### src/rtl/stream_ready_delay.sv
// stream_ready_delay: consumer-side back-pressure injector for a valid/ready
// stream. Each beat is parked in a one-entry register and presented
// downstream. After the downstream handshake, ready_o is held low for a
// fixed or LFSR-driven number of cycles. With no delay configured, the block
// collapses to plain wires.
module stream_ready_delay #(
  parameter bit          StallRandom = 1'b0,
  parameter int          FixedDelay  = 1,
  parameter type         payload_t   = logic,
  parameter logic [15:0] LfsrSeed    = 16'hACE1
) (
  input  logic     clk_i,
  input  logic     rst_ni,
  input  logic     clr_i,
  input  payload_t payload_i,
  input  logic     valid_i,
  output logic     ready_o,
  output payload_t payload_o,
  output logic     valid_o,
  input  logic     ready_i
);

  // Reject configurations the 4-bit stall counter or the LFSR cannot honour
  if (FixedDelay < 0 || FixedDelay > 15) begin : g_bad_delay
    $error("stream_ready_delay: FixedDelay must be within 0..15");
  end
  if (LfsrSeed == 16'h0000) begin : g_bad_seed
    $error("stream_ready_delay: LfsrSeed must be nonzero");
  end

  if (FixedDelay == 0 && !StallRandom) begin : g_pass
    // No stall can ever be requested, so the stream is wired straight through
    logic w_unusedOk;

    assign w_unusedOk = ^{clk_i, rst_ni, clr_i};
    assign ready_o    = ready_i;
    assign valid_o    = valid_i;
    assign payload_o  = payload_i;

  end else begin : g_reg
    typedef enum logic [1:0] {
      Empty = 2'd0,
      Full  = 2'd1,
      Stall = 2'd2
    } state_t;

    localparam logic [3:0] FixedDelayBits = 4'(FixedDelay);

    state_t      r_state;
    payload_t    r_data;
    logic [3:0]  r_cnt;
    logic [15:0] r_lfsr;
    logic [3:0]  w_delay;
    logic [15:0] w_lfsrNext;
    logic        w_outHs;

    // The stall length for the beat currently on the output is taken from
    // the LFSR value that is live during its handshake
    assign w_delay    = StallRandom ? r_lfsr[3:0] : FixedDelayBits;
    assign w_lfsrNext = {r_lfsr[14:0], r_lfsr[15] ^ r_lfsr[13] ^ r_lfsr[12] ^ r_lfsr[10]};
    assign w_outHs    = valid_o && ready_i;

    // Outputs are decoded from the registered state. In Full with a zero
    // stall, ready_o follows ready_i so a new beat can replace the departing
    // one in the same cycle.
    assign valid_o   = (r_state == Full);
    assign ready_o   = (r_state == Empty) ||
                       ((r_state == Full) && ready_i && (w_delay == 4'd0));
    assign payload_o = r_data;

    // Buffer/stall sequencing; reset and clear override every handshake
    always_ff @(posedge clk_i) begin
      if (!rst_ni || clr_i) begin
        r_state <= Empty;
        r_cnt   <= 4'd0;
        r_lfsr  <= LfsrSeed;
        r_data  <= '0;
      end else begin
        if (w_outHs) begin
          r_lfsr <= w_lfsrNext;
        end
        case (r_state)
          Empty: begin
            if (valid_i) begin
              r_data  <= payload_i;
              r_state <= Full;
            end
          end
          Full: begin
            if (ready_i) begin
              if (w_delay == 4'd0) begin
                if (valid_i) begin
                  r_data <= payload_i;
                end else begin
                  r_state <= Empty;
                end
              end else begin
                r_cnt   <= w_delay;
                r_state <= Stall;
              end
            end
          end
          Stall: begin
            r_cnt <= r_cnt - 4'd1;
            if (r_cnt == 4'd1) begin
              r_state <= Empty;
            end
          end
          default: begin
            r_state <= Empty;
          end
        endcase
      end
    end
  end

endmodule

### config.mk
export PLATFORM = sky130hd
export DESIGN_NAME = stream_ready_delay
export DESIGN_NICKNAME = d
export VERILOG_FILES = /design/src/rtl/stream_ready_delay.sv
export SDC_FILE = /design/constraint.sdc
export NUM_CORES = 1
export LEC_CHECK = 0
export BUFFER_PORTS_ARGS = -buffer_cell sky130_fd_sc_hd__buf_2
export CORE_AREA = 2 2 39 41
export DETAILED_ROUTE_END_ITERATION = 8
export DIE_AREA = 0 0 41 43
export SETUP_SLACK_MARGIN = 0.3
export SLEW_MARGIN = 20
export SYNTH_ARGS = -nofsm -noshare
export SYNTH_HDL_FRONTEND = slang
export SYNTH_SLANG_ARGS = --single-unit
### constraint.sdc
create_clock -name clk_i -period 1.6 [get_ports clk_i]
set_clock_uncertainty 0.15 [all_clocks]
set_input_delay 0.32 -clock clk_i [delete_from_list [all_inputs] [get_ports clk_i]]
set_output_delay 0.32 -clock clk_i [all_outputs]
set_load 0.01 [all_outputs]
==> results.tsv <==
stage	metric	value	unit
outcome	status	finished clean	
worst_setup_path	critPathLaunchType	flop	
synthesis	synthCells	42	
worst_setup_path	cp_data_arrival_time	1500	ps
timing	hold_ws	187	ps
routing	drtIter0Drc	9	
power	leakage	0.212	nW
routing	drtAntennaViolNets	0	
clocking	clockBufferDepth	2	
power	total_power	0.387	mW
placement	gp_congestion	0.774	
timing	period_share	0.918	
flow_run	drv_cap	0	
synthesis	synth-edff-count	0	
worst_hold_path	min_from	payload_i	
clocking	insertion_delay	250	ps
worst_setup_path	rr_startpoint	g_reg.r_state[0]	
cells_and_area	fin_util	0.378	
timing	period_needed	1470	ps
synthesis	yosysTopAreaCell	dfxtp_1	
clocking	clockRootBuffer	clkbuf_4	
worst_hold_path	hold_path_depth	3	
cells_and_area	n_antenna_cell	0	
global_route	overflow	0	
synthesis	synth_ff_type	dfxtp_1	
synthesis	async_flop_share	0	
worst_setup_path	worstRegToRegCells	3	
routing	finalWirelength	863	microns
clocking	cts_tree	built	
timing	max_freq	681	MHz
synthesis	yosysUniqueCellTypes	19	
timing	finalSetupTns	0	ps
synthesis	syn_area	358	sq um
synthesis	synth_warnings	0	
timing	rsz0062_at_grt	yes	
power	vdd_drop_max	0.000314	V
timing	slew_viol_final	0	
cells_and_area	fillCellCount	135	
global_route	grt_max_degree	8	
synthesis	ys_seq_area_frac	0.392	
global_route	grt_usage	0.117	
timing	tightest_slew	342	ps
cells_and_area	drive_gt1_frac	0.466	
cells_and_area	area_growth	46.2	%
power	p_per_area	740	mW/mm^2
routing	viasPerCell	4.86	
synthesis	yosys-top-cells-area	dfxtp_1 (39%), a21oi_1 (8.4%), ha_1 (7.0%)	
global_route	antenna_found_initial	0	
die	row_count	14	
global_route	grt_pass1_wl	1440	microns
worst_setup_path	worstSetupPathType	flop to flop	
worst_setup_path	crit_fanout	6	
clocking	htreeDepth	1	
worst_setup_path	required	1630	ps
die	ios	9	
die	dieArea	0.00176	sq mm
worst_hold_path	min_path_type	input pin to flop	
synthesis	avgSynthCellArea	8.52	sq um
worst_hold_path	hold-path-endpoint	payload_o	
cells_and_area	fin_nets	67	
die	fp.coreArea	0.00138	sq mm
worst_setup_path	crit_path_end_kind	flop	
timing	finalHoldViolCount	0	
synthesis	ys_ff_latch	7	
routing	drt-pass1-iter-count	4	
placement	dp_hpwl	554	microns
clocking	cts_buffers	3	
synthesis	synth_top_area_share	0.392	
routing	vias	360	
timing	setup_viol	0	
synthesis	synth_most_common_cell	dfxtp_1	
placement	io_buffers	8	
clocking	cts.sinks	7	
die	die_x	41	microns
global_route	grt_pass1_vias	364	
clocking	ctsHoldBuffers	0	
synthesis	synth_commonest_cells	dfxtp_1 (7), a21oi_1 (6), inv_1 (5), nor2_1 (4), nand2b_1 (3)	
die	start_util	0.259	
die	die_h	43	microns
clocking	path_clk_slew	50	ps
synthesis	syn_nets	50	
timing	max-slew-margin-rel	0.771	
worst_setup_path	r2r_setup_slack	130	ps
worst_setup_path	r2r_end	g_reg.r_cnt[3]	
routing	wire_per_inst	11.7	microns
routing	drcViolationCount	0	
power by group:
group	switching [mW]	internal [mW]	total [mW]
Combinational	0.0213	0.0221	0.0434
Clock	0.0665	0.0953	0.162
Sequential	0.00357	0.178	0.182
area by class of cell:
class,count,area (sq um),area share
inverters,5,18.8,0.0359
well taps,16,20.0,0.0383
clock buffers,4,26.3,0.0502
multi-input cells,29,228,0.435
flip-flops and latches,7,145,0.278
repair buffers,13,85.1,0.163
per-stage QoR:
step                      cells  cell area (sq um)  worst slack, ps
after global placement       66                422              156
final                        74                523              131
after floorplan              42                358              182
after CTS                    74                508              141
after detailed placement     66                422              128
after global routing         74                523             69.9
critical path: stages, from the launching register on:
cell	delay, ps
dfxtp_2	350
or3b_4	380
or4_1	400
a21oi_1	120
sequential cells by signal, summed over array words and instances, names as in the netlist:
signal         count
g_reg.r_cnt        4
g_reg.r_state      2
payload_o          1
routing by layer:
| layer | global-route usage | vias to the layer above | wire length [microns] |
|---|---|---|---|
| met3 | 0.0157 | 0 | 22 |
| li1 | - | 181 | - |
| met4 | 0.0667 | 0 | 0 |
| met2 | 0.184 | 5 | 446 |
| met1 | 0.142 | 174 | 393 |
| met5 | 0 | - | 0 |
cell usage in the layout (no fill, tap or decap), types with 2 or more instances in the layout:
cell type  Yosys  routed
buf_2          0       8
a21oi_1        6       6
nor2_1         4       4
dfxtp_2        0       4
inv_1          5       3
clkbuf_4       0       3
dfxtp_1        7       3
buf_4          0       3
inv_2          0       2
nand2b_1       3       2
nor4_1         2       2
buf_6          0       2
worst max path at each step:
stage	slack [ps]	endpoint	startpoint	depth (start not counted)
5_1_grt	70	g_reg.r_cnt[3]	g_reg.r_state[0]	3
3_3_place_gp	160	g_reg.r_cnt[3]	g_reg.r_state[0]	3
2_1_floorplan	180	g_reg.r_cnt[3]	g_reg.r_cnt[0]	3
4_1_cts	140	g_reg.r_cnt[3]	g_reg.r_state[0]	3
3_5_place_dp	130	g_reg.r_cnt[3]	g_reg.r_state[0]	3
6_report	130	g_reg.r_cnt[3]	g_reg.r_state[0]	3
kinds of logic after synthesis:
family | synth area share
AND/OR/NAND/NOR | 0.276
AO/OA/AOI/OAI | 0.171
flip-flops | 0.392
buffers and inverters | 0.0629
adder cells (fa/ha/maj) | 0.0699
multiplexers | 0.0280
what timing repair did:
action	CTS	global route
setup endpoints to repair	5	8
endpoints found under the hold margin	0	0
setup buffers	4	0
pin swaps	4	2
gates resized for setup	10	4
Power figures use the tool's default switching activity.
